**src/rtl/mem_port_arbiter_pkg.sv**
```systemverilog
// mem_arb_pkg
//   Shared types for the instruction-fetch / load-store memory port arbiter.
//   arb_state_t  : transaction sequencing states
//   arb_owner_t  : which requester owns the current transaction
//   other_owner(): the requester that did not win, used by the round-robin
//                  pointer when MEM_ARB_RR_EN is defined
package mem_arb_pkg;

  typedef enum logic [1:0] {
    ARB_IDLE,
    ARB_ACCESS,
    ARB_RESP
  } arb_state_t;

  typedef enum logic {
    OWN_I,
    OWN_D
  } arb_owner_t;

  // Stores must have addr[STORE_ALIGN_BITS-1:0] == 0.
  localparam int STORE_ALIGN_BITS = 3;

  function automatic arb_owner_t other_owner(input arb_owner_t o);
    return (o == OWN_I) ? OWN_D : OWN_I;
  endfunction

endpackage

```
**src/rtl/mem_port_arbiter_if.sv**
```systemverilog
// mem_port_arbiter_if
//   Bundles the fetch (i_*), load/store (d_*) handshakes and the memory-side
//   signals of the memory port arbiter.
//   modport slave  : arbiter view (drives ready/response/memory outputs)
//   modport master : requester + memory view (drives requests, rsp_ready,
//                    mem_rdata)
//   Parameter DATA_WIDTH: address and data width.
interface mem_port_arbiter_if #(
  parameter int DATA_WIDTH = 32
);

  logic                  i_req_valid;
  logic                  i_req_ready;
  logic [DATA_WIDTH-1:0] i_req_addr;
  logic                  i_rsp_valid;
  logic                  i_rsp_ready;
  logic [DATA_WIDTH-1:0] i_rsp_rdata;
  logic                  i_rsp_err;

  logic                  d_req_valid;
  logic                  d_req_ready;
  logic                  d_req_we;
  logic [DATA_WIDTH-1:0] d_req_addr;
  logic [DATA_WIDTH-1:0] d_req_wdata;
  logic                  d_rsp_valid;
  logic                  d_rsp_ready;
  logic [DATA_WIDTH-1:0] d_rsp_rdata;
  logic                  d_rsp_err;

  logic [DATA_WIDTH-1:0] mem_addr;
  logic [DATA_WIDTH-1:0] mem_wdata;
  logic                  mem_write;
  logic [DATA_WIDTH-1:0] mem_rdata;

  modport slave (
    input  i_req_valid, i_req_addr, i_rsp_ready,
    input  d_req_valid, d_req_we, d_req_addr, d_req_wdata, d_rsp_ready,
    input  mem_rdata,
    output i_req_ready, i_rsp_valid, i_rsp_rdata, i_rsp_err,
    output d_req_ready, d_rsp_valid, d_rsp_rdata, d_rsp_err,
    output mem_addr, mem_wdata, mem_write
  );

  modport master (
    output i_req_valid, i_req_addr, i_rsp_ready,
    output d_req_valid, d_req_we, d_req_addr, d_req_wdata, d_rsp_ready,
    output mem_rdata,
    input  i_req_ready, i_rsp_valid, i_rsp_rdata, i_rsp_err,
    input  d_req_ready, d_rsp_valid, d_rsp_rdata, d_rsp_err,
    input  mem_addr, mem_wdata, mem_write
  );

endinterface

```
**src/rtl/mem_port_arbiter_pick.sv**
```systemverilog
// mem_arb_pick
//   Combinational grant selection between the fetch and load/store requesters.
//   Ports:
//     i_valid     in  fetch request pending
//     d_valid     in  load/store request pending
//     rr_ptr      in  owner to favour when both are pending
//     owner       out selected requester (OWN_I when nothing is pending)
//     grant_valid out at least one request pending
module mem_arb_pick
  import mem_arb_pkg::*;
(
  input  logic       i_valid,
  input  logic       d_valid,
  input  arb_owner_t rr_ptr,
  output arb_owner_t owner,
  output logic       grant_valid
);

  always_comb begin
    grant_valid = i_valid | d_valid;
    if (i_valid && d_valid) begin
      owner = rr_ptr;
    end else if (d_valid) begin
      owner = OWN_D;
    end else begin
      owner = OWN_I;
    end
  end

endmodule

```
**src/rtl/mem_port_arbiter.sv**
```systemverilog
// mem_port_arbiter
//   Shares a single-port word memory between instruction fetch (I) and
//   load/store (D). One transaction at a time: accept, one memory access,
//   then a response held until the owner consumes it.
//   Ports:
//     clk    in  clock
//     rst_n  in  synchronous active-low reset
//     bus    mem_port_arbiter_if.slave (requests, responses, memory port)
//   Parameters:
//     DATA_WIDTH  address/data width
//     WORDS       addresses >= WORDS are rejected with err=1, no access
//   Build option:
//     MEM_ARB_RR_EN  defined: round-robin on simultaneous requests
//                    undefined: D has fixed priority over I
//
//   state      | meaning
//   -----------+-----------------------------------------------------------
//   ARB_IDLE   | no transaction; ready offered to the picked requester
//   ARB_ACCESS | mem_addr/mem_wdata/mem_write presented, read data captured
//   ARB_RESP   | owner's rsp_valid high, waiting for its rsp_ready
module mem_port_arbiter
  import mem_arb_pkg::*;
#(
  parameter int DATA_WIDTH = 32,
  parameter int WORDS      = 64
) (
  input logic                clk,
  input logic                rst_n,
  mem_port_arbiter_if.slave  bus
);

  arb_state_t            state;
  arb_owner_t            owner_q;
  logic                  we_q;
  logic                  err_q;
  logic [DATA_WIDTH-1:0] mem_addr_q;
  logic [DATA_WIDTH-1:0] mem_wdata_q;
  logic                  mem_write_q;
  logic                  i_rsp_valid_q;
  logic                  d_rsp_valid_q;
  logic [DATA_WIDTH-1:0] rsp_rdata_q;
  logic                  rsp_err_q;

  arb_owner_t            rr_ptr;
  arb_owner_t            owner_pick;
  logic                  grant_valid;

  mem_arb_pick u_pick (
    .i_valid     (bus.i_req_valid),
    .d_valid     (bus.d_req_valid),
    .rr_ptr      (rr_ptr),
    .owner       (owner_pick),
    .grant_valid (grant_valid)
  );

  logic                  accept;
  logic                  req_we;
  logic [DATA_WIDTH-1:0] req_addr;
  logic [DATA_WIDTH-1:0] req_wdata;
  logic                  req_err;
  logic                  rsp_done;

  assign accept    = rst_n && (state == ARB_IDLE) && grant_valid;
  assign req_we    = (owner_pick == OWN_D) && bus.d_req_we;
  assign req_addr  = (owner_pick == OWN_D) ? bus.d_req_addr : bus.i_req_addr;
  assign req_wdata = (owner_pick == OWN_D) ? bus.d_req_wdata : '0;
  assign req_err   = (req_addr >= DATA_WIDTH'(WORDS)) ||
                     (req_we && (req_addr[STORE_ALIGN_BITS-1:0] != '0));
  assign rsp_done  = (state == ARB_RESP) &&
                     ((owner_q == OWN_I) ? bus.i_rsp_ready : bus.d_rsp_ready);

`ifdef MEM_ARB_RR_EN
  // Pointer moves to the loser after every grant, contended or not.
  always_ff @(posedge clk) begin
    if (!rst_n) begin
      rr_ptr <= OWN_I;
    end else if (accept) begin
      rr_ptr <= other_owner(owner_pick);
    end
  end
`else
  assign rr_ptr = OWN_D;
`endif

  always_ff @(posedge clk) begin
    if (!rst_n) begin
      state         <= ARB_IDLE;
      owner_q       <= OWN_I;
      we_q          <= 1'b0;
      err_q         <= 1'b0;
      mem_addr_q    <= '0;
      mem_wdata_q   <= '0;
      mem_write_q   <= 1'b0;
      i_rsp_valid_q <= 1'b0;
      d_rsp_valid_q <= 1'b0;
      rsp_rdata_q   <= '0;
      rsp_err_q     <= 1'b0;
    end else begin
      case (state)
        ARB_IDLE: begin
          if (grant_valid) begin
            owner_q     <= owner_pick;
            we_q        <= req_we;
            err_q       <= req_err;
            mem_addr_q  <= req_addr;
            mem_wdata_q <= req_wdata;
            mem_write_q <= req_we && !req_err;
            state       <= ARB_ACCESS;
          end
        end
        ARB_ACCESS: begin
          mem_write_q   <= 1'b0;
          rsp_rdata_q   <= (err_q || we_q) ? '0 : bus.mem_rdata;
          rsp_err_q     <= err_q;
          i_rsp_valid_q <= (owner_q == OWN_I);
          d_rsp_valid_q <= (owner_q == OWN_D);
          state         <= ARB_RESP;
        end
        ARB_RESP: begin
          if (rsp_done) begin
            i_rsp_valid_q <= 1'b0;
            d_rsp_valid_q <= 1'b0;
            state         <= ARB_IDLE;
          end
        end
        default: state <= ARB_IDLE;
      endcase
    end
  end

  // Gating with rst_n keeps a store from landing in the cycle reset is
  // asserted, since the registered strobe only clears at the next edge.
  assign bus.i_req_ready = accept && (owner_pick == OWN_I);
  assign bus.d_req_ready = accept && (owner_pick == OWN_D);
  assign bus.mem_write   = mem_write_q && rst_n;
  assign bus.i_rsp_valid = i_rsp_valid_q && rst_n;
  assign bus.d_rsp_valid = d_rsp_valid_q && rst_n;
  assign bus.mem_addr    = mem_addr_q;
  assign bus.mem_wdata   = mem_wdata_q;
  assign bus.i_rsp_rdata = rsp_rdata_q;
  assign bus.d_rsp_rdata = rsp_rdata_q;
  assign bus.i_rsp_err   = rsp_err_q;
  assign bus.d_rsp_err   = rsp_err_q;

endmodule
```
**src/flat_wrapper.sv**
```systemverilog
// flat-port wrapper written by rule: the top's interface ports become plain ports
module mem_port_arbiter_flat import mem_arb_pkg::*;
#(
  parameter int DATA_WIDTH = 32,
  parameter int WORDS      = 64
)
  (clk, rst_n, bus_i_req_valid, bus_i_req_addr, bus_i_rsp_ready, bus_d_req_valid, bus_d_req_we, bus_d_req_addr, bus_d_req_wdata, bus_d_rsp_ready, bus_mem_rdata, bus_i_req_ready, bus_i_rsp_valid, bus_i_rsp_rdata, bus_i_rsp_err, bus_d_req_ready, bus_d_rsp_valid, bus_d_rsp_rdata, bus_d_rsp_err, bus_mem_addr, bus_mem_wdata, bus_mem_write);
  mem_port_arbiter_if #(.DATA_WIDTH(DATA_WIDTH)) bus_i ();
  input logic clk;
  input logic rst_n;
  input wire logic [$bits(bus_i.i_req_valid)-1:0] bus_i_req_valid;
  input wire logic [$bits(bus_i.i_req_addr)-1:0] bus_i_req_addr;
  input wire logic [$bits(bus_i.i_rsp_ready)-1:0] bus_i_rsp_ready;
  input wire logic [$bits(bus_i.d_req_valid)-1:0] bus_d_req_valid;
  input wire logic [$bits(bus_i.d_req_we)-1:0] bus_d_req_we;
  input wire logic [$bits(bus_i.d_req_addr)-1:0] bus_d_req_addr;
  input wire logic [$bits(bus_i.d_req_wdata)-1:0] bus_d_req_wdata;
  input wire logic [$bits(bus_i.d_rsp_ready)-1:0] bus_d_rsp_ready;
  input wire logic [$bits(bus_i.mem_rdata)-1:0] bus_mem_rdata;
  output wire logic [$bits(bus_i.i_req_ready)-1:0] bus_i_req_ready;
  output wire logic [$bits(bus_i.i_rsp_valid)-1:0] bus_i_rsp_valid;
  output wire logic [$bits(bus_i.i_rsp_rdata)-1:0] bus_i_rsp_rdata;
  output wire logic [$bits(bus_i.i_rsp_err)-1:0] bus_i_rsp_err;
  output wire logic [$bits(bus_i.d_req_ready)-1:0] bus_d_req_ready;
  output wire logic [$bits(bus_i.d_rsp_valid)-1:0] bus_d_rsp_valid;
  output wire logic [$bits(bus_i.d_rsp_rdata)-1:0] bus_d_rsp_rdata;
  output wire logic [$bits(bus_i.d_rsp_err)-1:0] bus_d_rsp_err;
  output wire logic [$bits(bus_i.mem_addr)-1:0] bus_mem_addr;
  output wire logic [$bits(bus_i.mem_wdata)-1:0] bus_mem_wdata;
  output wire logic [$bits(bus_i.mem_write)-1:0] bus_mem_write;
  assign bus_i.i_req_valid = bus_i_req_valid;
  assign bus_i.i_req_addr = bus_i_req_addr;
  assign bus_i.i_rsp_ready = bus_i_rsp_ready;
  assign bus_i.d_req_valid = bus_d_req_valid;
  assign bus_i.d_req_we = bus_d_req_we;
  assign bus_i.d_req_addr = bus_d_req_addr;
  assign bus_i.d_req_wdata = bus_d_req_wdata;
  assign bus_i.d_rsp_ready = bus_d_rsp_ready;
  assign bus_i.mem_rdata = bus_mem_rdata;
  assign bus_i_req_ready = bus_i.i_req_ready;
  assign bus_i_rsp_valid = bus_i.i_rsp_valid;
  assign bus_i_rsp_rdata = bus_i.i_rsp_rdata;
  assign bus_i_rsp_err = bus_i.i_rsp_err;
  assign bus_d_req_ready = bus_i.d_req_ready;
  assign bus_d_rsp_valid = bus_i.d_rsp_valid;
  assign bus_d_rsp_rdata = bus_i.d_rsp_rdata;
  assign bus_d_rsp_err = bus_i.d_rsp_err;
  assign bus_mem_addr = bus_i.mem_addr;
  assign bus_mem_wdata = bus_i.mem_wdata;
  assign bus_mem_write = bus_i.mem_write;
  mem_port_arbiter #(.DATA_WIDTH(DATA_WIDTH), .WORDS(WORDS)) u_core (.clk(clk), .rst_n(rst_n), .bus(bus_i));
endmodule
```
**config.mk**
```make
export PLATFORM = sky130hd
export DESIGN_NAME = mem_port_arbiter_flat
export DESIGN_NICKNAME = d
export VERILOG_FILES = /design/src/rtl/mem_port_arbiter_pkg.sv /design/src/rtl/mem_port_arbiter_if.sv /design/src/rtl/mem_port_arbiter_pick.sv /design/src/rtl/mem_port_arbiter.sv /design/src/flat_wrapper.sv
export SDC_FILE = /design/constraint.sdc
export NUM_CORES = 1
export LEC_CHECK = 0
export BUFFER_PORTS_ARGS = -buffer_cell sky130_fd_sc_hd__buf_2
export CAP_MARGIN = 20
export CORE_UTILIZATION = 38
export DETAILED_ROUTE_END_ITERATION = 7
export PLACE_DENSITY_LB_ADDON = 0.12
export SETUP_SLACK_MARGIN = 0.15
export SLEW_MARGIN = 20
export SYNTH_ARGS = -nofsm -noshare
export SYNTH_HDL_FRONTEND = slang
export SYNTH_HIERARCHICAL = 1
export SYNTH_SLANG_ARGS = --single-unit
```
**constraint.sdc**
```tcl
create_clock -name clk -period 1.3 [get_ports clk]
set_input_delay 0.13 -clock clk [delete_from_list [all_inputs] [get_ports clk]]
set_output_delay 0.13 -clock clk [all_outputs]
set_load 0.02 [all_outputs]
```
Yosys cells after proc, flatten, opt, wreduce, memory -nomap -nowiden
Index checks and enable logic that the tools add are counted.
{ "word_totals": {"ram_bits": 0, "latch_bits": 0, "romBits": 0, "output_inout_bits": 135, "regBits": 105, "input_bits": 135, "word_cells": 56, "n_memories": 0} }
{ "op_classes": {"n_mul": 0, "n_div": 0, "n_reduce_logical": 23, "magnitude_cmp": 1, "n_mux": 14, "n_eq_ne": 4, "add_sub_neg": 0, "shifts": 0, "n_bitwise": 3} }
{ "op_table": {"columns": ["operator", "n"], "rows": [
  ["2-to-1 mux 32 bit", 3],
  [">= comparator 32 x 7 -> 1 bit, second input constant", 1],
  ["logical AND 1 bit", 12],
  ["AND reduction 2 bit", 4],
  ["one-hot mux 1 bit (2 select lines)", 3],
  ["one-hot mux 2 bit (3 select lines)", 1],
  ["2-to-1 mux 1 bit", 5],
  ["2-to-1 mux 2 bit", 2],
  ["inequality test 2 x 1 -> 1 bit, second input constant", 2],
  ["nonzero test 2 bit", 2],
  ["nonzero test 3 bit", 1],
  ["equality test 2 x 1 -> 1 bit, second input constant", 1],
  ["equality test 2 bit, second input constant", 1],
  ["logical NOT 2 bit", 1],
  ["logical OR 1 bit", 2],
  ["inverter 1 bit", 2],
  ["logical NOT 1 bit", 1],
  ["OR 1 bit", 1]
]} }

Longest topological paths before layout
{ "depth": {"word_depth": 10, "ltp_mapped": 7, "ltp_nobuf": 6} }

Cells and area by module
Netlist, hierarchy kept.
{ "by_module_without_submodules": {"columns": ["module", "area_per_inst_um2", "cells_per_inst", "n_inst", "seq_area_each_um2"], "rows": [
  ["mem_port_arbiter", 4199.0, 388, 1, 2102.0],
  ["mem_arb_pick", 17.5, 3, 1, 0.0]
]} }

Worst setup path before layout
OpenSTA, ideal clock, no wires.
{ "synth_timing": {"kind": "reg-to-reg", "from": "register u_core.state[1]", "to": "register u_core.mem_wdata_q[10] (netlist: u_core/bus.mem_wdata[10])", "synth_period_minus_slack_ns": 1.373, "setup_ns": 0.117, "n_path_buf": 2, "stages_incl_launch_ff": 6, "slack_ns": -0.073, "arrival_time_ns": 1.256, "t_required_ns": 1.183, "cell_sequence": "dfxtp_1 nor3b_2 nor2b_1 clkbuf_1 clkbuf_1 a22o_1"} }
{ "synth_via": {"elab_chain_len": 2} }
{ "synth_rtl": {"columns": ["item", "line", "source"], "rows": [
  ["start, declared", "mem_port_arbiter.sv:32", "arb_state_t state;"],
  ["start signal, assigned", "mem_port_arbiter.sv:87", "state <= ARB_IDLE;"],
  ["start signal, assigned", "mem_port_arbiter.sv:108", "state <= ARB_ACCESS;"],
  ["start signal, assigned", "mem_port_arbiter.sv:117", "state <= ARB_RESP;"],
  ["logical NOT 2 bit", "mem_port_arbiter.sv:99", "case (state)"],
  ["AND reduction 2 bit (no line)", null, null],
  ["end signal, assigned", "mem_port_arbiter.sv:106", "mem_wdata_q <= req_wdata;"],
  ["end, declared", "mem_port_arbiter.sv:37", "logic [DATA_WIDTH-1:0] mem_wdata_q;"]
]} }
No other way between the ends.
A chain may end at the register's enable or synchronous reset.

Worst setup path in the final report
{ "layout_timing": {"from": "register u_core.state[0]", "to": "output bus_i_req_ready"} }
{ "layout_via": {"elab_chain_len": 4} }
{ "layout_rtl": {"columns": ["item", "line", "source"], "rows": [
  ["logical NOT 2 bit", "mem_port_arbiter.sv:63", "assign accept = rst_n && (state == ARB_IDLE) && grant_valid;"],
  ["logical AND 1 bit (2 in a row)", "mem_port_arbiter.sv:63", null],
  ["logical AND 1 bit", "mem_port_arbiter.sv:133", "assign bus.i_req_ready = accept && (owner_pick == OWN_I);"],
  ["end, declared", "flat_wrapper.sv:20", "output wire logic [$bits(bus_i.i_req_ready)-1:0] bus_i_req_ready;"]
]} }
No other way between the ends.

==> impl_metrics.ini <==
[status]
outcome = finished, violations left
violations = negative setup slack

[sta]
min_period_over_period = 1.27
hold_viol = 0
rsz0062_at_grt = yes
drv_slew = 0
fin_skew_ns = 0.0102
setup_viol_count_final = 102
setup_tns_ns = -20.76
fin_crit_ns = 1.65
fin_ws_ns = -0.345
fmax_ghz = 0.608

[logic_synthesis]
syn_inst = 391
syn_area_per_cell_um2 = 10.8
synth_fp_nets = 526
synth_edf_count = 0
ys_types = 34
synth_area_um2 = 4220
synth_ff_type = dfxtp_1
yosysSeqAreaShare = 0.499
ys_warn_count = 6
async_flop_share = 0
ys_ff_latch = 105

[grt]
grt_first_pass_wirelength_mm = 22.4
antenna_found_initial = 0
grt.total_usage = 0.255
grt.overflow.total = 0
grt_pass1_vias = 4420
grt_max_degree = 33

[layout]
num-fill-cells = 805
final_area_um2 = 7510
final_common_cell = buf_2
layout-drive-gt1-share = 0.543
insertedDiodeCount = 0
post-route-util = 0.693
area_growth_syn_to_layout_pct = 78.2
layout.nets = 875
final_cell_mix = buf_2, dfxtp_1, dlygate4sd3_1, a22o_1, mux2i_1

[clock_tree]
cts_tree = built
cts.clk_slew.worst_paths_ns = 0.09
cts_buffers = 9
cts-root-buf = clkbuf_8
cts_max_path_buffers = 2
cts_max_level = 3
clock_sinks = 105
clkLatencyLatePin_ns = 0.39

[placed_design]
dpl.hpwl_mm = 8.82
io_buffers = 269
gp_congestion = 0.782
placed_cell_area_um2 = 5660

[min_path]
hold_depth = 2
hold_class = primary input to flip-flop
worstHoldStart = bus_d_req_we
hold_end = u_core/mem_write_q

[critical_path]
crit_top_cell = buf_6
cp_max_fo = 3
crit_slowest_cell = dfxtp_4
worstReg2RegEnd = u_core/bus.d_rsp_rdata[21]
crit_type = flip-flop to output pin
reg2reg_slack_ns = -0.27
critical_path.max_stage_delay_ns = 0.36
required_ns = 1.17
critical_path_buf_inv_count = 2
worstPathArrival_ns = 1.52
end_kind = output pin
r2r_cells = 9
start_kind = flip-flop
crit_path_cell_trace = nor3b_4 > buf_6 > and2_4 > nor2b_4 > buf_6
cp_top_family = simple AND/OR/NAND/NOR gates
r2r-start = u_core/state[0]

[floorplanning]
dieArea_um2 = 11500
dieWidth_um = 107
row_count = 38
initial_core_util = 0.389
die-height_um = 107
ioPinCount = 270
core-area_um2 = 10800

[routing]
avgViaCountPerCell = 4.97
ant_nets = 0
routedWlPerCell_um = 16.9
drt-pass1-iter-count = 4
vias = 4397
wirelength_mm = 14.9
drc_errors = 0
drtIter0Drc = 242

[pwr]
peakVddDrop_uv = 637
power_density_nw_per_um2 = 1120
power.total_mw = 8.41
leakage_nw = 4.00

[flow_run]
cap_violations = 0
-- through the flow --
step                      std cells  worst slack [ns]  hold slack (ns)
after floorplan                 391            0.0257            0.255
after global placement          760            -0.187            0.343
after detailed placement        760            -0.260            0.343
after CTS                       878            -0.329           0.0288
after global routing            884            -0.405           0.0779
final                           884            -0.345           0.0618
-- cells by family after synthesis --
family                 Yosys count  synth area share
other                            1          0.000889
buffers and inverters           65            0.0955
multiplexers                    33            0.0783
AND/OR/NAND/NOR                 78            0.0958
AO/OA/AOI/OAI                  109             0.231
flip-flops                     105             0.499
-- power breakdown --
part           switching [mW]  internal (mW)
logic                    1.24           1.37
registers               0.149           3.47
clock network            1.12           1.07
-- layout make-up --
type                       count  area (um2)  share of cell area
multi-input combinational    221        1950               0.260
tap                          140         175              0.0233
clock inverter                 6        83.8              0.0112
sequential                   105        2110               0.281
inverter                       1        3.75            0.000500
timing repair buffer         402        3070               0.408
clock buffer                   9         124              0.0165
-- synthesized netlist by cell type (all sizes together) (2+ instances only) --
library cell | n | area share
a21boi | 4 | 0.0071
a22o | 64 | 0.13
and2 | 5 | 0.0074
buf | 51 | 0.083
clkbuf | 13 | 0.012
dfxtp | 105 | 0.50
mux2i | 33 | 0.078
nand2 | 34 | 0.030
nand2b | 3 | 0.0045
nand3 | 3 | 0.0036
nand4 | 3 | 0.0045
nor2 | 7 | 0.0062
nor2b | 3 | 0.0045
nor3 | 6 | 0.0071
nor4 | 7 | 0.010
nor4b | 3 | 0.0098
o211a | 32 | 0.076
o21ai | 2 | 0.0024
-- worst max-delay path by stage --
stage               cells past startpoint               start  slack (ns)                  endpoint
finish                                  5     u_core/state[0]       -0.35           bus_i_req_ready
global route                            5     u_core/state[0]       -0.41           bus_i_req_ready
CTS                                     5     u_core/state[1]       -0.33           bus_i_req_ready
detailed placement                      6     bus_d_req_valid       -0.26        u_core/mem_write_q
global placement                        6  bus_d_req_addr[25]       -0.19        u_core/mem_write_q
floorplan                               5     u_core/state[0]        0.03  u_core/bus.mem_wdata[10]
-- worst reg2reg max path: stages, from the launching register on --
cell,delay [ns]
dfxtp_4,0.37
buf_4,0.10
buf_6,0.09
buf_6,0.10
nand2b_4,0.07
nor4b_4,0.26
buf_6,0.16
buf_6,0.11
buf_16,0.11
a22o_1,0.15
-- registers in the layout (all words and copies together), names as in the netlist --
name                    flops
u_core/bus.d_rsp_err        1
u_core/bus.d_rsp_rdata     32
u_core/bus.mem_addr        32
u_core/bus.mem_wdata       32
u_core/d_rsp_valid_q        1
u_core/err_q                1
u_core/i_rsp_valid_q        1
u_core/mem_write_q          1
u_core/owner_q              1
u_core/state                2
u_core/we_q                 1
-- layer usage --
metal / vias up / part of all wire / track usage
met5: - / 0 / 0
met4: 0 / 0.032 / 0.132
met3: 36 / 0.073 / 0.0666
met2: 195 / 0.51 / 0.457
met1: 2052 / 0.39 / 0.274
li1: 2114 / - / -
-- what timing repair did --
| action | CTS | global route |
|---|---|---|
| pin swaps | 5 | 9 |
| hold buffers | 64 | 0 |
| hold endpoints to repair | 64 | 0 |
| gates resized for setup | 78 | 36 |
| setup buffers | 24 | 6 |
| endpoints found under the setup margin | 105 | 108 |
| gates cloned | 15 | 0 |
(Power assumes the default switching activity.)
